$ cat config.mk
export PLATFORM = sky130hd
export DESIGN_NAME = fp_round_stage
export DESIGN_NICKNAME = d
export VERILOG_FILES = /design/src/rtl/fp_round_stage.sv
export SDC_FILE = /design/constraint.sdc
export NUM_CORES = 1
export LEC_CHECK = 0
export ABC_AREA = 1
export CAP_MARGIN = 30
export CORE_MARGIN = 2
export CORE_UTILIZATION = 42
export CTS_CLUSTER_SIZE = 30
export DETAILED_ROUTE_END_ITERATION = 8
export PLACE_DENSITY = 0.69
export REMOVE_ABC_BUFFERS = 1
export SLEW_MARGIN = 20
export SYNTH_ARGS = -nofsm -noshare
export SYNTH_HDL_FRONTEND = slang
export SYNTH_SLANG_ARGS = --single-unit
$ cat constraint.sdc
create_clock -name clk -period 3.1 [get_ports clk]
set_input_delay 0.62 -clock clk [delete_from_list [all_inputs] [get_ports clk]]
set_output_delay 0.62 -clock clk [all_outputs]
set_load 0.005 [all_outputs]
$ cat src/rtl/fp_round_stage.sv
// fp_round_stage: two-stage rounding and packing stage after the FP normalizer.
//   Stage 1 decides the round increment from the rounding mode and the G/R/S bits.
//   Stage 2 applies it, handles carry-out, subnormal promotion and overflow,
//   and packs a sign/exponent/fraction word (or forwards a pre-formed special value).
// Ports:
//   clk, rst               rising-edge clock, asynchronous active-high reset
//   in_valid / in_ready    upstream handshake
//   in_sign, in_mantissa_ext ([FRAC_W+3:3] mantissa incl. hidden bit, [2:0] G/R/S),
//   in_exponent, in_special, in_special_val, rnd_mode (sampled with in_valid)
//   out_valid / out_ready  downstream handshake
//   out_result             packed result
// Optional (macro FP_ROUND_FLAGS_EN): flag_inexact, flag_overflow, flag_underflow,
//   registered alongside out_result.
module fp_round_stage #(
  parameter int unsigned EXP_W  = 8,
  parameter int unsigned FRAC_W = 23
) (
  input  logic                    clk,
  input  logic                    rst,
  input  logic                    in_valid,
  output logic                    in_ready,
  input  logic                    in_sign,
  input  logic [FRAC_W+3:0]       in_mantissa_ext,
  input  logic [EXP_W-1:0]        in_exponent,
  input  logic                    in_special,
  input  logic [EXP_W+FRAC_W:0]   in_special_val,
  input  logic [1:0]              rnd_mode,
  output logic                    out_valid,
  input  logic                    out_ready,
  output logic [EXP_W+FRAC_W:0]   out_result
`ifdef FP_ROUND_FLAGS_EN
  ,
  output logic                    flag_inexact,
  output logic                    flag_overflow,
  output logic                    flag_underflow
`endif
);

  localparam logic [1:0] RM_RNE = 2'b00;
  localparam logic [1:0] RM_RTZ = 2'b01;
  localparam logic [1:0] RM_RUP = 2'b10;
  localparam logic [1:0] RM_RDN = 2'b11;

  localparam logic [EXP_W:0] EXP_ONE = {{EXP_W{1'b0}}, 1'b1};
  localparam logic [EXP_W:0] EXP_MAX = {1'b0, {EXP_W{1'b1}}};

  // Stage 1 registers
  logic                  s1_valid_q;
  logic [FRAC_W:0]       s1_mant_q;
  logic [EXP_W:0]        s1_exp_q;
  logic                  s1_sign_q;
  logic                  s1_inc_q;
  logic [1:0]            s1_rm_q;
  logic                  s1_special_q;
  logic [EXP_W+FRAC_W:0] s1_special_val_q;
`ifdef FP_ROUND_FLAGS_EN
  logic                  s1_inexact_q;
  logic                  flag_inexact_q, flag_overflow_q, flag_underflow_q;
  logic                  flag_inexact_d, flag_overflow_d, flag_underflow_d;
`endif

  // Output (stage 2) registers
  logic                  out_valid_q;
  logic [EXP_W+FRAC_W:0] out_result_q;
  logic [EXP_W+FRAC_W:0] out_result_d;

  logic s1_adv, s2_adv, in_fire;
  logic inc_d, any_grs;

  assign s2_adv   = !out_valid_q || out_ready;
  assign s1_adv   = !s1_valid_q || s2_adv;
  assign in_ready = !s1_valid_q || s1_adv;
  assign in_fire  = in_valid && in_ready;

  // Stage 1: round-increment decision
  always_comb begin
    any_grs = |in_mantissa_ext[2:0];
    inc_d   = 1'b0;
    case (rnd_mode)
      RM_RNE:  inc_d = in_mantissa_ext[2] & (in_mantissa_ext[1] | in_mantissa_ext[0] | in_mantissa_ext[3]);
      RM_RTZ:  inc_d = 1'b0;
      RM_RUP:  inc_d = !in_sign & any_grs;
      RM_RDN:  inc_d = in_sign & any_grs;
      default: inc_d = 1'b0;
    endcase
  end

  // Stage 2: apply increment and pack
  logic [FRAC_W+1:0] sum;
  logic [FRAC_W-1:0] frac;
  logic [EXP_W:0]    exp_fin;
  logic              ovf, to_inf;

  always_comb begin
    sum     = {1'b0, s1_mant_q} + {{(FRAC_W+1){1'b0}}, s1_inc_q};
    frac    = sum[FRAC_W-1:0];
    exp_fin = s1_exp_q;
    if (sum[FRAC_W+1]) begin
      frac    = sum[FRAC_W:1];
      exp_fin = s1_exp_q + EXP_ONE;
    end else if (s1_exp_q == '0 && sum[FRAC_W]) begin
      // rounding pushed a subnormal up into the smallest normal binade
      exp_fin = EXP_ONE;
    end
    ovf    = exp_fin >= EXP_MAX;
    to_inf = (s1_rm_q == RM_RNE) || (s1_rm_q == RM_RUP && !s1_sign_q) ||
             (s1_rm_q == RM_RDN && s1_sign_q);

    if (s1_special_q)
      out_result_d = s1_special_val_q;
    else if (ovf)
      out_result_d = to_inf ? {s1_sign_q, {EXP_W{1'b1}}, {FRAC_W{1'b0}}}
                            : {s1_sign_q, {{(EXP_W-1){1'b1}}, 1'b0}, {FRAC_W{1'b1}}};
    else if (sum == '0)
      out_result_d = {s1_sign_q, {(EXP_W+FRAC_W){1'b0}}};
    else
      out_result_d = {s1_sign_q, exp_fin[EXP_W-1:0], frac};

`ifdef FP_ROUND_FLAGS_EN
    flag_overflow_d  = !s1_special_q && ovf;
    flag_inexact_d   = !s1_special_q && (s1_inexact_q || ovf);
    flag_underflow_d = !s1_special_q && !ovf && s1_inexact_q &&
                       (out_result_d[EXP_W+FRAC_W-1:FRAC_W] == '0);
`endif
  end

  always_ff @(posedge clk or posedge rst) begin
    if (rst) begin
      s1_valid_q       <= 1'b0;
      s1_mant_q        <= '0;
      s1_exp_q         <= '0;
      s1_sign_q        <= 1'b0;
      s1_inc_q         <= 1'b0;
      s1_rm_q          <= '0;
      s1_special_q     <= 1'b0;
      s1_special_val_q <= '0;
      out_valid_q      <= 1'b0;
      out_result_q     <= '0;
`ifdef FP_ROUND_FLAGS_EN
      s1_inexact_q     <= 1'b0;
      flag_inexact_q   <= 1'b0;
      flag_overflow_q  <= 1'b0;
      flag_underflow_q <= 1'b0;
`endif
    end else begin
      if (s1_adv) s1_valid_q <= in_valid;
      if (in_fire) begin
        s1_mant_q        <= in_mantissa_ext[FRAC_W+3:3];
        s1_exp_q         <= {1'b0, in_exponent};
        s1_sign_q        <= in_sign;
        s1_inc_q         <= inc_d;
        s1_rm_q          <= rnd_mode;
        s1_special_q     <= in_special;
        s1_special_val_q <= in_special_val;
`ifdef FP_ROUND_FLAGS_EN
        s1_inexact_q     <= any_grs;
`endif
      end
      if (s2_adv) begin
        out_valid_q <= s1_valid_q;
        if (s1_valid_q) begin
          out_result_q     <= out_result_d;
`ifdef FP_ROUND_FLAGS_EN
          flag_inexact_q   <= flag_inexact_d;
          flag_overflow_q  <= flag_overflow_d;
          flag_underflow_q <= flag_underflow_d;
`endif
        end
      end
    end
  end

  assign out_valid  = out_valid_q;
  assign out_result = out_result_q;
`ifdef FP_ROUND_FLAGS_EN
  assign flag_inexact   = flag_inexact_q;
  assign flag_overflow  = flag_overflow_q;
  assign flag_underflow = flag_underflow_q;
`endif

endmodule

==> results of run 1 <==
## kinds of logic (layout without fill, tap and decap cells)
group,Yosys count,count (layout),share of synthesized area
DFF,103,103,0.455
and+or+nand+nor,546,546,0.387
buffers and inverters,89,194,0.0673
xor gates and xnor gates,13,13,0.0201
AOI/OAI and AO/OA,67,67,0.0623
adders and majority gates,4,4,0.00883
## worst max-delay path, cell delays in order (launching register included)
cell and delay (ps):
dfrtp_1 380, ha_1 220, ha_1 240, nand2_2 120, nor2_4 60, nand2_2 100, inv_2 60, nand2_4 180
clkinv_2 240, nand2_1 120, nand2_1 90, nor2_2 130, nand3_2 80, nor2_2 150, nor2_4 50, buf_12 150
o21ai_0 110, nand2_1 90, nand2_1 60, nand2_1 40
## metrics by stage
step           setup slack, ps  hold slack [ps]   util  setup TNS [ps]  power (mW)
2_1_floorplan             -224              449      -          -23270        2.49
6_report                   309              478  0.552               0        4.36
3_5_place_dp               297              465  0.528               0        3.17
4_1_cts                    275              485  0.552               0        4.39
3_3_place_gp               329              463  0.528               0        3.16
5_1_grt                   27.8              495  0.552               0        4.64
## area by class of cell
| class | instances | area [um^2] | area share |
|---|---|---|---|
| Clock buffer | 13 | 240 | 0.0330 |
| Clock inverter | 3 | 67.6 | 0.00928 |
| Inverter | 57 | 218 | 0.0299 |
| Multi-Input combinational cell | 630 | 2720 | 0.373 |
| Sequential cell | 103 | 2580 | 0.354 |
| Tap cell | 176 | 220 | 0.0302 |
| Timing Repair Buffer | 121 | 1240 | 0.170 |
## registers in the layout, indices dropped and copies added, names as in the netlist
register,count
s1_rm_q,2
s1_exp_q,8
s1_special_val_q,32
s1_mant_q,24
s1_special_q,1
s1_sign_q,1
out_result,32
out_valid,1
s1_inc_q,1
s1_valid_q,1
## how the worst min path moves through the flow
stage / startpoint / to / slack (ps)
global placement: out_result[21] / out_result[21] / 460
floorplan: s1_special_val_q[23] / s1_special_val_q[23] / 450
global route: s1_special_val_q[15] / s1_special_val_q[15] / 490
CTS: s1_special_val_q[6] / s1_special_val_q[6] / 480
detailed placement: s1_special_val_q[15] / s1_special_val_q[15] / 470
finish: s1_special_val_q[12] / s1_special_val_q[12] / 480
## routing by layer
metal	routed length, um	vias up	track usage
li1	-	2727	-
met3	623	24	0.0442
met4	282	0	0.0713
met5	0	-	0
met2	7260	119	0.385
met1	7120	2445	0.294
## layout by cell type, fill, tap and decap left out
| cell | n |
|---|---|
| buf_12 | 5 |
| o21ai_0 | 46 |
| clkbuf_1 | 4 |
| nand2_2 | 7 |
| inv_4 | 1 |
| o21ai_1 | 4 |
| a21oi_1 | 10 |
| a31oi_1 | 3 |
| nor2_2 | 4 |
| clkinvlp_4 | 1 |
| bufinv_16 | 2 |
| nor2_1 | 102 |
| a21oi_2 | 1 |
| nand2_8 | 1 |
| dfrtp_1 | 103 |
| nand3_2 | 2 |
| clkbuf_16 | 9 |
| clkdlybuf4s50_1 | 108 |
| inv_2 | 2 |
| nor3_1 | 3 |
| a21o_1 | 1 |
| nand4_1 | 6 |
| ha_1 | 4 |
| o221ai_1 | 1 |
| nand3_1 | 34 |
| o2111ai_1 | 1 |
| inv_1 | 53 |
| or2_2 | 2 |
| nor2_4 | 3 |
| nand2_1 | 381 |
| xor2_1 | 13 |
| nand2_4 | 1 |
| buf_4 | 8 |
| clkinv_2 | 1 |
## cell usage after synthesis, types with 6 or more instances
cell / n
nand2_1: 382
nor2_1: 102
nand2_2: 6
nand4_1: 6
xor2_1: 13
clkbuf_1: 20
buf_6: 6
o21ai_0: 47
inv_1: 55
dfrtp_1: 103
nand3_1: 34
a21oi_1: 10
## power breakdown
part / internal, mW / switching [mW] / leakage [nW]
Clock: 0.710 / 0.502 / 0.144
Sequential: 1.63 / 0.217 / 1.26
Combinational: 0.636 / 0.660 / 2.29
Total: 2.98 / 1.38 / 3.69
==> impl_metrics.py, run 1 <==
metrics = {
    "synthesis": {
        "netlist_top_cells_area": "dfrtp_1 (45%), nand2_1 (25%), nor2_1 (6.8%), o21ai_0 (4.2%), inv_1 (3.6%)",
        "yosysTopAreaCellShare": 0.455,
        "yosys.area.top_type": "dfrtp_1",
        "synth_warnings": 0,
        "synthFlopType": "dfrtp_1",
        "synth_cells": 822,
        "synth_seq_cells": 103,
        "ys_types": 29,
        "synth_edf_count": 0,
        "avgSynthCellArea_um2": 6.89,
        "syn-cell-area_um2": 5670,
        "synth-async-reset-ratio": 1.00,
        "yosysSeqAreaShare": 0.455,
    },
    "global_routing": {
        "overflow": 0,
        "grt_pass1_vias": 5358,
        "antenna_found_initial": 0,
        "grt.total_usage": 0.228,
        "grt_pass1_wl_mm": 26.1,
        "grt_max_degree": 43,
    },
    "setup_path": {
        "cp.required_ps": 3350,
        "crit_end": "out_result[12]",
        "r2r_slack_ps": 310,
        "critPathLaunch": "s1_mant_q[0]",
        "end_kind": "flip-flop",
        "rr_worst_depth": 19,
        "r2r-start": "s1_mant_q[0]",
        "path_max_fanout": 24,
        "crit_type": "flip-flop to flip-flop",
        "reg2reg_to": "out_result[12]",
        "startpoint_type": "flip-flop",
        "crit_arrival_ps": 3040,
    },
    "finish": {
        "finalNetCount": 1001,
        "final_cell_area_um2": 7280,
        "nFillCells": 1344,
        "drive_above_1_share": 0.0539,
        "diodes": 0,
        "area_delta_synth_final_pct": 28.5,
        "fin_cells": 1103,
    },
    "sta": {
        "final.min_clock_period_ps": 2790,
        "fin_skew_ps": 11.0,
        "fin_crit_sh": 0.900,
        "setup_viol": 0,
        "finalHoldViolCount": 0,
        "relSlewSlack": 0.709,
        "rsz0062_at_grt": "no",
        "slew_violations": 0,
        "max_slew.worst_pin.slew_ps": 437,
        "fmax_mhz": 358,
    },
    "routing": {
        "vias_per_cell": 4.82,
        "routed_wl_mm": 15.3,
        "wire_per_inst_um": 13.9,
        "vias": 5315,
        "drtIter0Drc": 352,
        "firstDrtPassIters": 5,
        "ant_nets": 0,
        "drc": 0,
    },
    "floorplanning": {
        "dieArea_um2": 14400,
        "start_util": 0.430,
        "num_io_pins": 109,
        "die_w_um": 120,
        "core_um2": 13200,
        "fp-row-count": 42,
        "die_h_um": 120,
    },
    "clock_tree": {
        "cts_resized": 0,
        "postCtsHoldBufs": 0,
        "htreeDepth": 3,
        "root_buffer": "clkbuf_16",
        "numCtsBuffers": 9,
        "clock_latency_ps": 360,
        "cts_buffer_depth": 2,
        "post_cts_buffers": 0,
        "clkTransAtPathRegs_ps": 70,
        "cts_tree": "built",
        "clock-sinks": 103,
    },
    "power_and_ir_drop": {
        "powerDensity_nw_per_um2": 598,
        "p_leak_nw": 3.69,
        "irDropWorstVdd_uv": 408,
    },
    "hold_path": {
        "holdPathStages": 2,
        "hp-class": "flip-flop to flip-flop",
    },
    "outcome": {
        "status": "completed",
    },
    "placement": {
        "post-place-cells": 1087,
        "hpwl_mm": 11.3,
        "postPlaceCellArea_um2": 6970,
        "gp_congestion": 0.945,
        "io_buffers": 108,
    },
    "run": {
        "cap_violations": 0,
    },
}
Note: power is estimated with default switching activity, not from simulation.
==> run 2: changes to the inputs <==
Settings changed: CTS_BUF_LIST from default to sky130_fd_sc_hd__clkbuf_8, TNS_END_PERCENT from default to 1.
==> impl_metrics.py, run 2 (same netlist as run 1, synthesis figures left out) <==
metrics = {
    "finish": {
        "drive_above_1_share": 0.0539,
        "final_cell_mix": "nand2_1 (381), clkdlybuf4s50_1 (108), dfrtp_1 (103)",
        "nFillCells": 1357,
        "mostFrequentLayoutCell": "nand2_1",
        "final_cell_area_um2": 7180,
        "diodes": 0,
        "fin_cells": 1103,
        "finalNetCount": 1001,
        "multi_input_area_um2": 2720,
        "seq_area_um2": 2580,
        "area_delta_synth_final_pct": 26.7,
    },
    "global_routing": {
        "overflow": 0,
        "grt_pass1_vias": 5336,
        "grt_pass1_wl_mm": 25.9,
        "antenna_found_initial": 0,
        "grt_max_degree": 43,
        "grt.total_usage": 0.227,
    },
    "sta": {
        "relSlewSlack": 0.710,
        "hold_ws_ps": 483,
        "setup_viol": 0,
        "final.min_clock_period_ps": 2810,
        "fin_crit_sh": 0.908,
        "tns_ps": 0,
        "max_slew.worst_pin.slew_ps": 436,
        "fin_skew_ps": 14.5,
        "rsz0062_at_grt": "no",
        "slew_violations": 0,
        "fmax_mhz": 355,
        "finalHoldViolCount": 0,
    },
    "power_and_ir_drop": {
        "finalPower_mw": 4.05,
        "powerDensity_nw_per_um2": 563,
        "p_leak_nw": 3.66,
        "irDropWorstVdd_uv": 360,
    },
    "placement": {
        "postPlaceCellArea_um2": 6970,
        "post-place-cells": 1087,
        "io_buffers": 108,
        "gp_congestion": 0.945,
        "hpwl_mm": 11.3,
    },
    "setup_path": {
        "crit_type": "flip-flop to flip-flop",
        "path_cells": "ha_1 > ha_1 > nand2_2 > nor2_4 > nand2_2 > inv_2 > nand2_4 > clkinv_2 > nand2_1 > nand2_1 > nor2_2 > nand3_2 > nor2_2 > nor2_4 > buf_12 > o21ai_0 > nand2_1 > nand2_1 > nand2_1",
        "cpMostUsedCell": "nand2_1",
        "path_max_fanout": 24,
        "r2r_slack_ps": 290,
        "max_stage_delay_ps": 390,
        "cp_slowest_cell": "dfrtp_1",
        "end_kind": "flip-flop",
        "r2r-start": "s1_mant_q[0]",
        "startpoint_type": "flip-flop",
        "crit_arrival_ps": 3100,
        "rr_worst_depth": 19,
        "cp.required_ps": 3380,
        "reg2reg_to": "out_result[12]",
    },
    "floorplanning": {
        "fp-row-count": 42,
        "die_w_um": 120,
        "die_h_um": 120,
        "core_um2": 13200,
        "num_io_pins": 109,
        "start_util": 0.430,
        "dieArea_um2": 14400,
    },
    "clock_tree": {
        "numCtsBuffers": 9,
        "post_cts_buffers": 0,
        "root_buffer": "clkbuf_8",
        "htreeDepth": 3,
        "clkTransAtPathRegs_ps": 90,
        "cts_buffer_depth": 2,
        "cts_resized": 0,
        "clock-sinks": 103,
        "postCtsHoldBufs": 0,
        "clock_latency_ps": 390,
        "cts_tree": "built",
    },
    "routing": {
        "highest_layer": "met4",
        "vias_per_cell": 4.79,
        "wl_met3_um": 671,
        "routed_wl_mm": 15.2,
        "drtIter0Drc": 405,
        "vias": 5278,
        "wire_per_inst_um": 13.8,
        "ant_nets": 0,
        "firstDrtPassIters": 4,
        "dr_wl_met2_mm": 7.31,
        "drc": 0,
        "met1Wirelength_mm": 6.95,
    },
    "hold_path": {
        "hold_path_end": "s1_special_val_q[12]",
        "hp-start": "s1_special_val_q[12]",
        "hp-class": "flip-flop to flip-flop",
        "holdPathStages": 2,
    },
    "outcome": {
        "status": "completed",
    },
    "run": {
        "cap_violations": 0,
    },
}
## run 2: worst max-delay path: cells and delay by family (launching register included)
kind	cells	cell delay, ps
AOI/OAI and AO/OA	1	110
and+or+nand+nor	13	1280
buffers and inverters	3	450
adders and majority gates	2	470
DFF	1	390
## run 2: metal layers
layer	global-route usage	vias to the layer above
met5	0	-
met4	0.0662	0
met2	0.382	119
met1	0.292	2416
met3	0.0499	18
li1	-	2725
## run 2: metrics by stage
| stage | util | setup WS (ps) |
|---|---|---|
| global placement | 0.528 | 329 |
| global route | 0.544 | 15.2 |
| floorplan | - | -224 |
| detailed placement | 0.528 | 297 |
| finish | 0.544 | 286 |
| CTS | 0.544 | 264 |
## run 2: how the worst max path moves through the flow
stage                       from        endpoint  slack [ps]  cells after the start
finish              s1_mant_q[0]  out_result[12]         290                     19
CTS                 s1_mant_q[0]  out_result[21]         260                     17
floorplan                    rst   out_result[0]        -220                      1
global route        s1_mant_q[0]  out_result[21]          20                     19
detailed placement  s1_mant_q[0]  out_result[20]         300                     19
global placement    s1_mant_q[0]  out_result[20]         330                     19
## run 2: area by class of cell
type | instances | share of cell area
multi-input combinational | 630 | 0.379
sequential | 103 | 0.359
timing repair buffer | 121 | 0.173
tap | 176 | 0.0307
inverter | 57 | 0.0303
clock buffer | 9 | 0.0172
clock inverter | 7 | 0.0115
## run 2: power breakdown
| part | internal [mW] | total (mW) | switching, mW |
|---|---|---|---|
| Combinational | 0.636 | 1.29 | 0.658 |
| Clock | 0.444 | 0.903 | 0.459 |
| Sequential | 1.63 | 1.85 | 0.217 |
==> run 3: changes to the inputs <==
Settings changed: CELL_PAD_IN_SITES_DETAIL_PLACEMENT from default to 0, CELL_PAD_IN_SITES_GLOBAL_PLACEMENT from default to 2, CORE_UTILIZATION 42 to 27, PLACE_DENSITY 0.69 to 0.79.
==> impl_metrics.py, run 3 (same netlist as run 1, synthesis figures left out) <==
metrics = {
    "setup_path": {
        "startpoint_type": "flip-flop",
        "end_kind": "flip-flop",
        "crit_arrival_ps": 3090,
        "path_max_fanout": 24,
        "crit_type": "flip-flop to flip-flop",
        "cp.required_ps": 3430,
    },
    "global_routing": {
        "grt.total_usage": 0.166,
        "grt_pass1_vias": 5414,
        "grt_max_degree": 104,
        "overflow": 0,
        "antenna_found_initial": 0,
        "grt_pass1_wl_mm": 29.0,
    },
    "clock_tree": {
        "clock-sinks": 103,
        "cts_tree": "built",
        "postCtsHoldBufs": 0,
        "clkTransAtPathRegs_ps": 100,
        "cts_buffer_depth": 2,
        "htreeDepth": 3,
        "root_buffer": "clkbuf_8",
        "clock_latency_ps": 390,
        "numCtsBuffers": 9,
    },
    "placement": {
        "post-place-cells": 1180,
        "postPlaceCellArea_um2": 7050,
        "io_buffers": 108,
        "gp_congestion": 0.863,
        "hpwl_mm": 12.9,
    },
    "sta": {
        "fin_crit_sh": 0.890,
        "fin_skew_ps": 11.6,
        "final.min_clock_period_ps": 2760,
        "relSlewSlack": 0.591,
        "setup_viol": 0,
        "rsz0062_at_grt": "no",
        "hold_ws_ps": 490,
        "finalHoldViolCount": 0,
        "slew_violations": 0,
        "max_slew.worst_pin.slew_ps": 611,
        "fmax_mhz": 362,
    },
    "hold_path": {
        "hp-class": "flip-flop to flip-flop",
    },
    "routing": {
        "drc": 0,
        "routed_wl_mm": 17.5,
        "drtIter0Drc": 206,
        "vias_per_cell": 4.36,
        "firstDrtPassIters": 4,
        "vias": 5214,
        "ant_nets": 0,
        "wire_per_inst_um": 14.6,
    },
    "power_and_ir_drop": {
        "finalPower_mw": 4.07,
        "p_leak_nw": 3.64,
        "irDropWorstVdd_uv": 258,
        "powerDensity_nw_per_um2": 560,
    },
    "finish": {
        "final_cell_mix": "nand2_1 (381), clkdlybuf4s50_1 (108), dfrtp_1 (103)",
        "diodes": 0,
        "drive_above_1_share": 0.0583,
        "finalNetCount": 1000,
        "final_cell_area_um2": 7270,
        "area_delta_synth_final_pct": 28.2,
        "mostFrequentLayoutCell": "nand2_1",
        "nFillCells": 2283,
        "fin_cells": 1196,
    },
    "floorplanning": {
        "die_w_um": 149,
        "dieArea_um2": 22200,
        "core_um2": 20400,
        "die_h_um": 149,
        "fp-row-count": 52,
        "num_io_pins": 109,
        "start_util": 0.277,
    },
    "run": {
        "cap_violations": 0,
    },
    "outcome": {
        "status": "completed",
    },
}
==> run 3: area by class of cell <==
class	count	area, um^2	share of cell area
clock inverter	6	67.6	0.00930
sequential	103	2580	0.355
multi-input combinational	630	2720	0.374
inverter	57	218	0.0300
tap	270	338	0.0465
clock buffer	10	138	0.0189
timing repair buffer	120	1210	0.167
==> run 3: stage by stage <==
stage | worst slack (ps) | setup TNS [ps] | utilization
2_1_floorplan | -224 | -23270 | -
3_3_place_gp | 335 | 0 | 0.345
3_5_place_dp | 255 | 0 | 0.345
4_1_cts | 222 | 0 | 0.355
5_1_grt | 23.3 | 0 | 0.356
6_report | 340 | 0 | 0.356
==> run 3: path summary, 6_finish.rpt <==
kind,cells after the start,from,slack [ps],to
worst max-delay path,18,s1_inc_q,340,out_result[22]
worst min-delay path,2,s1_special_val_q[12],490,s1_special_val_q[12]
worst min register to register,2,s1_special_val_q[12],490,s1_special_val_q[12]
max in group asynchronous,3,rst,1930,s1_special_val_q[11]
min in group asynchronous,3,rst,690,s1_special_val_q[27]
worst max register to register,18,s1_inc_q,340,out_result[22]
==> run 3: where the power goes <==
part,total [mW],switching [mW],leakage [nW],internal [mW]
Sequential,1.85,0.223,1.26,1.63
Combinational,1.31,0.675,2.28,0.632
Clock,0.908,0.509,0.0989,0.399
==> run 3: per-layer routing <==
layer  track usage  routed length, um  vias to the layer above
li1              -                  -                     2728
met1         0.226               8500                     2379
met2         0.275               8150                      100
met3        0.0382                719                        7
met4        0.0305                147                        0
met5             0                  0                        -
==> run 3: critical path, cell delays in order (launching register included) <==
cell and delay [ps]:
dfrtp_1 390, ha_1 170, ha_1 240, nand2_2 100, nor2_4 170, nand2_2 110
inv_2 100, nand2_4 60, buf_4 210, o21ai_1 260, inv_1 110, nand3_2 90
nor2_2 50, nor2_4 70, buf_6 220, o21ai_0 130, nand2_1 100, nand2_1 60
nand2_1 50
==> run 3: repair_timing <==
item | CTS | global route
setup buffers | 0 | 0
endpoints found under the setup margin | 0 | 8
resized for setup | 0 | 3
